==> src/rtl/alu_input_seq_pkg.sv <==
`default_nettype none
// ============================================================================
// Module      : alu_input_seq_pkg
// Description : Shared definitions for the ALU input sequencer: the entry
//               state encoding (also shown on the display as "stage") and
//               the key index assignment on the key_n bus.
// Revision    : 1.0 - initial release
// ============================================================================
package alu_input_seq_pkg;

  // Entry sequence states; the encoding is visible externally on stage.
  typedef enum logic [1:0] {
    S_A     = 2'd0,
    S_B     = 2'd1,
    S_OP    = 2'd2,
    S_ISSUE = 2'd3
  } state_e;

  // Bit positions of the two push keys on key_n.
  localparam int unsigned KEY_ENTER = 0;
  localparam int unsigned KEY_CLEAR = 1;

endpackage : alu_input_seq_pkg
`default_nettype wire

==> src/rtl/alu_input_seq_if.sv <==
`default_nettype none
// ============================================================================
// Module      : alu_input_seq_if
// Description : Operation bus from the input sequencer to the ALU core.
//               Valid/ready handshake carrying two operands and an opcode.
// Ports       : op_a, op_b   - operands (DATA_W)
//               op_code      - opcode (OP_W)
//               op_valid     - operation offered
//               op_ready     - ALU accepts the operation
//               master: sequencer side, slave: ALU side
// Revision    : 1.0 - initial release
// ============================================================================
interface alu_input_seq_if #(
  parameter int DATA_W = 10,
  parameter int OP_W   = 4
) ();
  logic [DATA_W-1:0] op_a;
  logic [DATA_W-1:0] op_b;
  logic [OP_W-1:0]   op_code;
  logic              op_valid;
  logic              op_ready;

  modport master (
    output op_a, op_b, op_code, op_valid,
    input  op_ready
  );

  modport slave (
    input  op_a, op_b, op_code, op_valid,
    output op_ready
  );
endinterface : alu_input_seq_if
`default_nettype wire

==> src/rtl/alu_input_seq_key_debounce.sv <==
`default_nettype none
// ============================================================================
// Module      : key_debounce
// Description : Debouncer for one active-low push key. The raw key is
//               sampled on each tick into a DEB_SAMPLES-deep history; the
//               debounced state changes only when the whole history agrees.
//               A single press pulse is produced per press, none on release.
// Ports       : clk, rst_n  - clock, async active-low reset
//               tick_i      - sample strobe (one clk wide)
//               key_n_i     - raw key, active-low
//               level_o     - debounced state, 1 = pressed
//               press_o     - one-clk pulse on the released->pressed change
// Revision    : 1.0 - initial release
// ============================================================================
module key_debounce #(
  parameter int DEB_SAMPLES = 4
) (
  input  logic clk,
  input  logic rst_n,
  input  logic tick_i,
  input  logic key_n_i,
  output logic level_o,
  output logic press_o
);

  logic [DEB_SAMPLES-1:0] hist_q, hist_d;
  logic                   pressed_q, pressed_d;
  logic                   press_q, press_d;

  always_comb begin
    hist_d    = hist_q;
    pressed_d = pressed_q;
    press_d   = 1'b0;
    if (tick_i) begin
      hist_d = {hist_q[DEB_SAMPLES-2:0], key_n_i};
    end
    // The history is judged from its registered value, so the state and the
    // pulse update together one clk after the history settles.
    if (hist_q == {DEB_SAMPLES{1'b0}}) begin
      pressed_d = 1'b1;
      press_d   = ~pressed_q;
    end else if (hist_q == {DEB_SAMPLES{1'b1}}) begin
      pressed_d = 1'b0;
    end
  end

  always_ff @(posedge clk or negedge rst_n) begin
    if (!rst_n) begin
      hist_q    <= {DEB_SAMPLES{1'b1}};
      pressed_q <= 1'b0;
      press_q   <= 1'b0;
    end else begin
      hist_q    <= hist_d;
      pressed_q <= pressed_d;
      press_q   <= press_d;
    end
  end

  assign level_o = pressed_q;
  assign press_o = press_q;

endmodule : key_debounce
`default_nettype wire

==> src/rtl/alu_input_seq.sv <==
`default_nettype none
// ============================================================================
// Module      : alu_input_seq
// Description : Board user-input sequencer. Debounces the enter and clear
//               keys, steps through capture of operand A, operand B and the
//               opcode from the slide switches, then offers the operation
//               to the ALU over a valid/ready handshake.
// Ports       : clk, rst_n  - clock, async active-low reset
//               clk_cnt     - shared free-running counter (tick source)
//               key_n       - raw keys, active-low ([0]=enter, [1]=clear)
//               sw          - raw slide switches
//               alu_bus     - operation bus to the ALU (master)
//               stage       - current entry state, for the display
//               leds        - entry echo (0 unless echo enabled)
// Options     : ALU_INPUT_SEQ_ECHO_EN - registered switch/state echo on leds
// Revision    : 1.0 - initial release
// ============================================================================
module alu_input_seq
  import alu_input_seq_pkg::*;
#(
  parameter int DATA_W      = 10,
  parameter int OP_W        = 4,
  parameter int TICK_BIT    = 16,
  parameter int DEB_SAMPLES = 4
) (
  input  logic               clk,
  input  logic               rst_n,
  input  logic [31:0]        clk_cnt,
  input  logic [1:0]         key_n,
  input  logic [DATA_W-1:0]  sw,
  alu_input_seq_if.master    alu_bus,
  output logic [1:0]         stage,
  output logic [DATA_W-1:0]  leds
);

  // -------------------------------------------------------------- tick ----
  logic tick_prev_q;
  logic armed_q;
  logic tick;

  // armed_q suppresses a tick in the first cycle after reset, when the
  // previous-value register has not yet seen the counter.
  assign tick = armed_q & clk_cnt[TICK_BIT] & ~tick_prev_q;

  always_ff @(posedge clk or negedge rst_n) begin
    if (!rst_n) begin
      tick_prev_q <= 1'b0;
      armed_q     <= 1'b0;
    end else begin
      tick_prev_q <= clk_cnt[TICK_BIT];
      armed_q     <= 1'b1;
    end
  end

  // ----------------------------------------------------------- debounce ---
  logic [1:0] key_level;
  logic [1:0] key_press;

  for (genvar k = 0; k < 2; k++) begin : g_key
    key_debounce #(
      .DEB_SAMPLES (DEB_SAMPLES)
    ) u_deb (
      .clk     (clk),
      .rst_n   (rst_n),
      .tick_i  (tick),
      .key_n_i (key_n[k]),
      .level_o (key_level[k]),
      .press_o (key_press[k])
    );
  end

  logic unused_sig;
  assign unused_sig = ^{clk_cnt, key_level};

  logic enter, clear;
  assign enter = key_press[KEY_ENTER];
  assign clear = key_press[KEY_CLEAR];

  // ---------------------------------------------------------------- FSM ---
  state_e            state_q, state_d;
  logic [DATA_W-1:0] op_a_q, op_a_d;
  logic [DATA_W-1:0] op_b_q, op_b_d;
  logic [OP_W-1:0]   op_code_q, op_code_d;

  always_comb begin
    state_d   = state_q;
    op_a_d    = op_a_q;
    op_b_d    = op_b_q;
    op_code_d = op_code_q;
    case (state_q)
      S_A, S_B, S_OP: begin
        // Clear takes priority over a simultaneous enter.
        if (clear) begin
          state_d   = S_A;
          op_a_d    = '0;
          op_b_d    = '0;
          op_code_d = '0;
        end else if (enter) begin
          case (state_q)
            S_A: begin
              op_a_d  = sw;
              state_d = S_B;
            end
            S_B: begin
              op_b_d  = sw;
              state_d = S_OP;
            end
            default: begin
              op_code_d = sw[OP_W-1:0];
              state_d   = S_ISSUE;
            end
          endcase
        end
      end
      S_ISSUE: begin
        // Keys are ignored here; only the handshake leaves this state.
        if (alu_bus.op_ready) begin
          state_d = S_A;
        end
      end
      default: state_d = S_A;
    endcase
  end

  always_ff @(posedge clk or negedge rst_n) begin
    if (!rst_n) begin
      state_q   <= S_A;
      op_a_q    <= '0;
      op_b_q    <= '0;
      op_code_q <= '0;
    end else begin
      state_q   <= state_d;
      op_a_q    <= op_a_d;
      op_b_q    <= op_b_d;
      op_code_q <= op_code_d;
    end
  end

  // Valid is a pure decode of the registered state, so it rises with the
  // opcode capture and falls on the clk after acceptance.
  assign alu_bus.op_a     = op_a_q;
  assign alu_bus.op_b     = op_b_q;
  assign alu_bus.op_code  = op_code_q;
  assign alu_bus.op_valid = (state_q == S_ISSUE);
  assign stage            = state_q;

  // --------------------------------------------------------------- echo ---
`ifdef ALU_INPUT_SEQ_ECHO_EN
  logic [DATA_W-1:0] leds_q;

  always_ff @(posedge clk or negedge rst_n) begin
    if (!rst_n) begin
      leds_q <= '0;
    end else begin
      leds_q <= (state_q == S_ISSUE) ? {DATA_W{1'b1}} : sw;
    end
  end

  assign leds = leds_q;
`else
  assign leds = '0;
`endif

endmodule : alu_input_seq
`default_nettype wire

==> src/flat_wrapper.sv <==
// flat-port wrapper written by rule: the top's interface ports become plain ports
module alu_input_seq_flat import alu_input_seq_pkg::*;
#(
  parameter int DATA_W      = 10,
  parameter int OP_W        = 4,
  parameter int TICK_BIT    = 16,
  parameter int DEB_SAMPLES = 4
)
  (clk, rst_n, clk_cnt, key_n, sw, stage, leds, alu_bus_op_a, alu_bus_op_b, alu_bus_op_code, alu_bus_op_valid, alu_bus_op_ready);
  alu_input_seq_if #(.DATA_W(DATA_W), .OP_W(OP_W)) alu_bus_i ();
  input  logic clk;
  input  logic rst_n;
  input  logic [31:0] clk_cnt;
  input  logic [1:0] key_n;
  input  logic [DATA_W-1:0] sw;
  output logic [1:0] stage;
  output logic [DATA_W-1:0] leds;
  output wire logic [$bits(alu_bus_i.op_a)-1:0] alu_bus_op_a;
  output wire logic [$bits(alu_bus_i.op_b)-1:0] alu_bus_op_b;
  output wire logic [$bits(alu_bus_i.op_code)-1:0] alu_bus_op_code;
  output wire logic [$bits(alu_bus_i.op_valid)-1:0] alu_bus_op_valid;
  input wire logic [$bits(alu_bus_i.op_ready)-1:0] alu_bus_op_ready;
  assign alu_bus_op_a = alu_bus_i.op_a;
  assign alu_bus_op_b = alu_bus_i.op_b;
  assign alu_bus_op_code = alu_bus_i.op_code;
  assign alu_bus_op_valid = alu_bus_i.op_valid;
  assign alu_bus_i.op_ready = alu_bus_op_ready;
  alu_input_seq #(.DATA_W(DATA_W), .OP_W(OP_W), .TICK_BIT(TICK_BIT), .DEB_SAMPLES(DEB_SAMPLES)) u_core (.clk(clk), .rst_n(rst_n), .clk_cnt(clk_cnt), .key_n(key_n), .sw(sw), .alu_bus(alu_bus_i), .stage(stage), .leds(leds));
endmodule
==> config.mk <==
export PLATFORM = sky130hd
export DESIGN_NAME = alu_input_seq_flat
export DESIGN_NICKNAME = d
export VERILOG_FILES = /design/src/rtl/alu_input_seq_pkg.sv /design/src/rtl/alu_input_seq_if.sv /design/src/rtl/alu_input_seq_key_debounce.sv /design/src/rtl/alu_input_seq.sv /design/src/flat_wrapper.sv
export SDC_FILE = /design/constraint.sdc
export NUM_CORES = 1
export LEC_CHECK = 0
export BUFFER_PORTS_ARGS = -buffer_cell sky130_fd_sc_hd__buf_2
export CAP_MARGIN = 20
export CORE_MARGIN = 5
export CORE_UTILIZATION = 45
export CTS_CLUSTER_SIZE = 40
export DETAILED_ROUTE_END_ITERATION = 10
export HOLD_SLACK_MARGIN = 0.05
export PLACE_DENSITY = 0.79
export SLEW_MARGIN = 20
export SYNTH_ARGS = -nofsm -noshare
export SYNTH_HDL_FRONTEND = slang
export SYNTH_HIERARCHICAL = 1
export SYNTH_SLANG_ARGS = --single-unit
==> constraint.sdc <==
create_clock -name clk -period 1.6 [get_ports clk]
set_input_delay 0.16 -clock clk [delete_from_list [all_inputs] [get_ports clk]]
set_output_delay 0.16 -clock clk [all_outputs]
set_load 0.01 [all_outputs]
==> impl_results.md, run 1 <==
* Max-cap violations at 0
* Sequential fraction of the synthesis area at 0.579
* Synth area leaders: dfrtp_1 (46%), dfstp_2 (12%), o21ai_0 (7.4%), buf_4 (4.3%), a22o_1 (4.0%)
* Post-DRT Antenna Nets at 0
* # IOs at 84
* DRC at 0
* Post-synthesis mux area share at 0.0573
* Area delta synth->final at 20.6%
* CP Class: flip-flop to output pin
* # setup viols final at 0
* CP Launch Type: flip-flop
* # clock sinks at 40
* Syn. warnings at 6
* GRT overflow at 0
* Worst setup EP type: output pin
* Pwr/cell area at 1660 nW/um2
* Max Clock Skew at 0.00902 ns
* Async SR Flop Fraction at 1.00
* Critical path arrival at 1.28 ns
* Diodes inserted at 0
* CTS HTree Levels at 2
* CTS root buffer: clkbuf_8
* Synth Area in Compound Gates at 0.158
* XOR/XNOR share of the synthesized area at 0
* Worst Path Required at between 1 and 1.5 ns
* DP Wirelength at 2630 um
* IO Port Bufs at 42
* Yosys cell types at 30
* Hold Crit Class: input pin to flip-flop
* Post-route setup slack at 0.160 ns
* TritonCTS clock tree: built
* CTS max path bufs at 2
* Cell taking the most area after synthesis: dfrtp_1
* Die Y at 72.3 um
* Unrepaired setup endpoints after global routing: no
* Fraction of layout cells with a size suffix above 1 at 0.376
* Nets at 248
* GRT Util Overall at 0.141
* Filler Cell Count at 331
* Skew-Pair Late Insertion Delay at 0.29 ns
* Syn Inst Count at 151
* Initial Utilization at 0.470
* Setup bufs post-CTS at 0
* Initial antenna violation count at 0
* Number of synthesized flops with an enable pin at 0
* Most frequent cell after synthesis: dfrtp_1
* Mean Syn Cell Area at 11.6 um2
* Synth Area in Simple Gates at 0.126
* Fmax at 0.695 GHz
* Largest family of logic cells by synthesized area: compound AO/OA/AOI/OAI gates
* Mapped cell area at between 1500 and 2000 um2
* Largest net degree at the start of global routing at 22
* Cts bufs inserted at 5
* Outcome: complete, no violations
* Yosys reg bits at 40
* Die area at 5230 um2
* GPL Wtd Cong at 0.855
* Wire length per cell at between 10 and 15 um
* Die width at approximately 72 um
* DP Worst Slack at 0.183 ns
* Via density at ~5.0
* Maximum vdd ir drop at 0.000745 V
* Synth top cells by count: dfrtp_1 (32), o21ai_0 (26), nand2_1 (17)
* Routed via count at 1,248
* First-pass GRT wire length at 5580 um
* Worst-path clk slew at 0.08 ns
* 1st-iter DRT viols at 110
* Hold Slack at 0.0738 ns
* Setup TNS at 0 ns
* Main synth FF type: dfrtp_1
* Leakage Power at 0.00105 uW
* Placeable Area at 3720 um2
* Period utilization at 0.900
* Min Tclk post-route at roughly 1.4 ns
* 1st-pass router iterations at 4
* Num rows at 22
* Synth top area share at 0.458
* Max-slew violation count at 0
* DRT Wirelength at 3500 um
* Adder-cell share of the synthesized area at 0
* Peak fanout along the critical path at 15
* R2r setup slk at roughly 0.2 ns
* Final hold viol count at 0
* Vias in the first global route at 1,137
-- metrics by stage --
stage               utilization  instances  instance area, um2  power [uW]
global placement          0.536        240                1990        2790
global route              0.567        250                2110        3740
finish                    0.567        250                2110        3490
detailed placement        0.536        240                1990        2840
floorplan                     -        160                1780        2390
CTS                       0.566        250                2100        3540
-- worst max-delay path: stages (launching register included) --
cell and delay, ns:
dfrtp_1 0.35, buf_4 0.17, nand2_1 0.10, inv_2 0.19
buf_2 0.17
-- power breakdown --
part / leakage, uW / total, uW / switching [uW] / internal, uW
clock network: 0.0000510 / 679 / 335 / 344
logic: 0.000492 / 1170 / 638 / 536
registers: 0.000507 / 1640 / 224 / 1420
total: 0.00105 / 3490 / 1200 / 2300
-- cells in the final DEF (no fill, tap or decap), types with 2 or more instances in the layout --
| cell | netlist | layout |
|---|---|---|
| inv_1 | 4 | 3 |
| buf_2 | 3 | 42 |
| mux2_2 | 4 | 4 |
| a21oi_1 | 2 | 2 |
| dfrtp_1 | 32 | 31 |
| clkinv_2 | 0 | 2 |
| nand3_1 | 2 | 2 |
| clkbuf_8 | 0 | 6 |
| dlygate4sd3_1 | 0 | 2 |
| o21ai_0 | 26 | 26 |
| buf_4 | 10 | 5 |
| a211oi_2 | 2 | 2 |
| nand2_1 | 17 | 17 |
| nor3_1 | 2 | 2 |
| or3_4 | 2 | 2 |
| a22o_1 | 8 | 8 |
| nand4_1 | 2 | 2 |
| dfstp_2 | 8 | 8 |
| nor2b_1 | 6 | 6 |
| a32o_1 | 2 | 2 |
| conb_1 | 2 | 11 |
| and4_1 | 2 | 2 |
| mux2_1 | 4 | 4 |
-- logic make-up (layout without fill, tap and decap cells) --
logic type | count (synthesis) | after routing
buf+inv | 20 | 62
mux | 9 | 9
flops | 40 | 40
other cells | 2 | 11
compound gates | 42 | 42
simple gates | 38 | 38
-- final timing paths --
check                                         startpoint                              end  cells after the start
max reg2reg                              u_core/stage[1]           u_core/alu_bus.op_a[8]                      4
min in group asynchronous                          rst_n        u_core/alu_bus.op_code[2]                      2
max                                      u_core/stage[1]                 alu_bus_op_valid                      4
min                                     alu_bus_op_ready                  u_core/stage[0]                      2
min reg2reg                u_core/g_key[0].u_deb/level_o    u_core/g_key[0].u_deb/press_o                      1
max in group asynchronous                          rst_n  u_core/g_key[1].u_deb/hist_q[2]                      3
-- repair_timing --
item,CTS,global route
hold buffers,2,0
endpoints found under the hold margin,20,0
endpoints found under the setup margin,1,1
gates resized for setup,1,1
-- layer usage --
| layer | GRT usage | vias up | wire (um) |
|---|---|---|---|
| met5 | 0 | - | 0 |
| met4 | 0.0438 | 0 | 39 |
| met3 | 0.0457 | 5 | 311 |
| met2 | 0.223 | 46 | 1720 |
| met1 | 0.182 | 591 | 1430 |
| li1 | - | 606 | - |
-- area by class of cell --
type	count	area, um2	area share
clock buffers	6	82.6	0.0392
clock inverters	2	10.0	0.00475
inverters	4	15.0	0.00713
multi-input cells	100	638	0.303
flip-flops and latches	40	1010	0.481
well taps	48	60.1	0.0285
repair buffers	50	288	0.137
-- sequential cells by signal, indices dropped and copies added (netlist names), 2 cells and up --
signal	count
u_core/alu_bus.op_a	10
u_core/alu_bus.op_b	10
u_core/alu_bus.op_code	4
u_core/g_key.u_deb/hist_q	8
u_core/g_key.u_deb/level_o	2
u_core/g_key.u_deb/press_o	2
u_core/stage	2
Power figures use the tool's default switching activity.
==> run 2: changes to the inputs <==
--- a/config.mk
+++ b/config.mk
@@ -7,6 +7,7 @@
 export LEC_CHECK = 0
 export BUFFER_PORTS_ARGS = -buffer_cell sky130_fd_sc_hd__buf_2
 export CAP_MARGIN = 20
+export CORE_ASPECT_RATIO = 2
 export CORE_MARGIN = 5
 export CORE_UTILIZATION = 45
 export CTS_CLUSTER_SIZE = 40
==> impl_results.md, run 2 (synthesized netlist as in run 1, its figures left out) <==
* Outcome: complete, no violations
* Num rows at 32
* Worst setup EP type: flip-flop
* Nets at 250
* DRC at 0
* Hold Slack at 0.0836 ns
* Initial antenna violation count at 0
* Max Clock Skew at 0.00623 ns
* Filler Cell Count at ~360
* Hold Crit Class: input pin to flip-flop
* Fmax at 0.692 GHz
* Skew-Pair Late Insertion Delay at 0.29 ns
* 1st-iter DRT viols at 12
* CP Class: flip-flop to flip-flop
* Vias in the first global route at 1,279
* GPL Wtd Cong at 0.809
* Worst-path clk slew at about 0.070 ns
* CP Launch Type: flip-flop
* Footprint of the multi-input gates at 638 um2
* Die area at 5300 um2
* Worst Path Required at roughly 1.8 ns
* IO Port Bufs at 42
* Die width at 54.1 um
* Diodes inserted at 0
* Peak fanout along the critical path at 12
* Max-cap violations at 0
* DP Worst Slack at about 0.18 ns
* # setup viols final at 0
* Critical path arrival at 1.67 ns
* Largest net degree at the start of global routing at 23
* Post-route setup slack at between 0.15 and 0.2 ns
* Initial Utilization at 0.459
* Fraction of layout cells with a size suffix above 1 at 0.369
* Wire length per cell at 13.9 um
* CTS root buffer: clkbuf_8
* CTS HTree Levels at 2
* Commonest non-fill, non-tap cells in the layout: buf_2 (42), dfrtp_1 (32), o21ai_0 (26)
* Period utilization at 0.903
* Max-slew violation count at 0
* Final hold viol count at 0
* Unrepaired setup endpoints after global routing: no
* Setup TNS at 0 ns
* Leakage Power at about 0.0010 uW
* # clock sinks at 40
* Die Y at 98.1 um
* DP Wirelength at 2680 um
* Sequential standard cell area at 1010 um2
* Min Tclk post-route at 1.44 ns
* First-pass GRT wire length at 5820 um
* GRT overflow at 0
* Maximum vdd ir drop at 0.000875 V
* Pwr/cell area at 1630 nW/um2
* GRT Util Overall at 0.149
* Area delta synth->final at 20.9%
* CTS max path bufs at 2
* DRT Wirelength at 3520 um
* # IOs at 84
* Final core occ at 0.555
* Post-DRT Antenna Nets at 0
* Cts bufs inserted at 5
* TritonCTS clock tree: built
* Via density at 5.11
* 1st-pass router iterations at 4
* Routed via count at 1,298
* Commonest non-fill, non-tap cell in the layout: buf_2
* Placeable Area at 3800 um2
-- run 2: cell count changes in the layout (fill, tap and decap cells not counted), sizes merged --
cell      before  now
buf           48   50
clkinv         2    1
clkinvlp       0    1
inv            4    3
-- run 2: worst max-delay path, stage by stage (launching register included) --
cell and delay [ns]:
dfrtp_1 0.57, nor2b_1 0.16, o2bb2ai_2 0.43, a22o_1 0.22
-- run 2: power by group --
| part | switching, uW | internal, uW | leakage (uW) |
|---|---|---|---|
| Clock | 326 | 296 | 0.0000410 |
| Sequential | 233 | 1420 | 0.000508 |
| Combinational | 625 | 538 | 0.000495 |
| Total | 1180 | 2250 | 0.00104 |
-- run 2: final timing paths --
check | slack [ns] | cells past startpoint | end | startpoint
setup / recovery | 0.16 | 3 | u_core/alu_bus.op_a[5] | u_core/stage[0]
hold / removal | 0.08 | 2 | u_core/g_key[1].u_deb/hist_q[0] | key_n[1]
setup reg to reg | 0.16 | 3 | u_core/alu_bus.op_a[5] | u_core/stage[0]
hold reg to reg | 0.46 | 1 | u_core/g_key[0].u_deb/press_o | u_core/g_key[0].u_deb/level_o
max in group asynchronous | 0.71 | 3 | u_core/g_key[1].u_deb/hist_q[2] | rst_n
min in group asynchronous | 0.34 | 2 | u_core/alu_bus.op_a[2] | rst_n
-- run 2: timing repair --
action / 4_1_cts / 5_1_grt
resized for setup: 1 / 0
hold buffers: 2 / 0
endpoints found under the setup margin: 1 / 0
buffers inserted: 1 / 0
endpoints found under the hold margin: 19 / 0
-- run 2: layer usage --
layer / global-route usage / vias up / part of all wire / routed length [um]
met4: 0.0825 / 0 / 0.030 / 106
met5: 0 / - / 0 / 0
li1: - / 613 / - / -
met1: 0.162 / 618 / 0.36 / 1260
met3: 0.0504 / 11 / 0.078 / 273
met2: 0.241 / 56 / 0.53 / 1880
-- run 2: area by class of cell --
type | count | share of cell area
flip-flops and latches | 40 | 0.479
clock buffers | 6 | 0.0344
well taps | 51 | 0.0302
clock inverters | 1 | 0.00237
multi-input cells | 100 | 0.302
repair buffers | 52 | 0.143
inverters | 4 | 0.00889
-- run 2: stage by stage --
| step | instances | area, um2 | total power (uW) |
|---|---|---|---|
| 3_5_place_dp | 244 | 2000 | 2840 |
| 5_1_grt | 254 | 2110 | 3690 |
| 2_1_floorplan | 160 | 1780 | 2390 |
| 4_1_cts | 254 | 2110 | 3480 |
| 3_3_place_gp | 244 | 2000 | 2800 |
| 6_report | 254 | 2110 | 3430 |
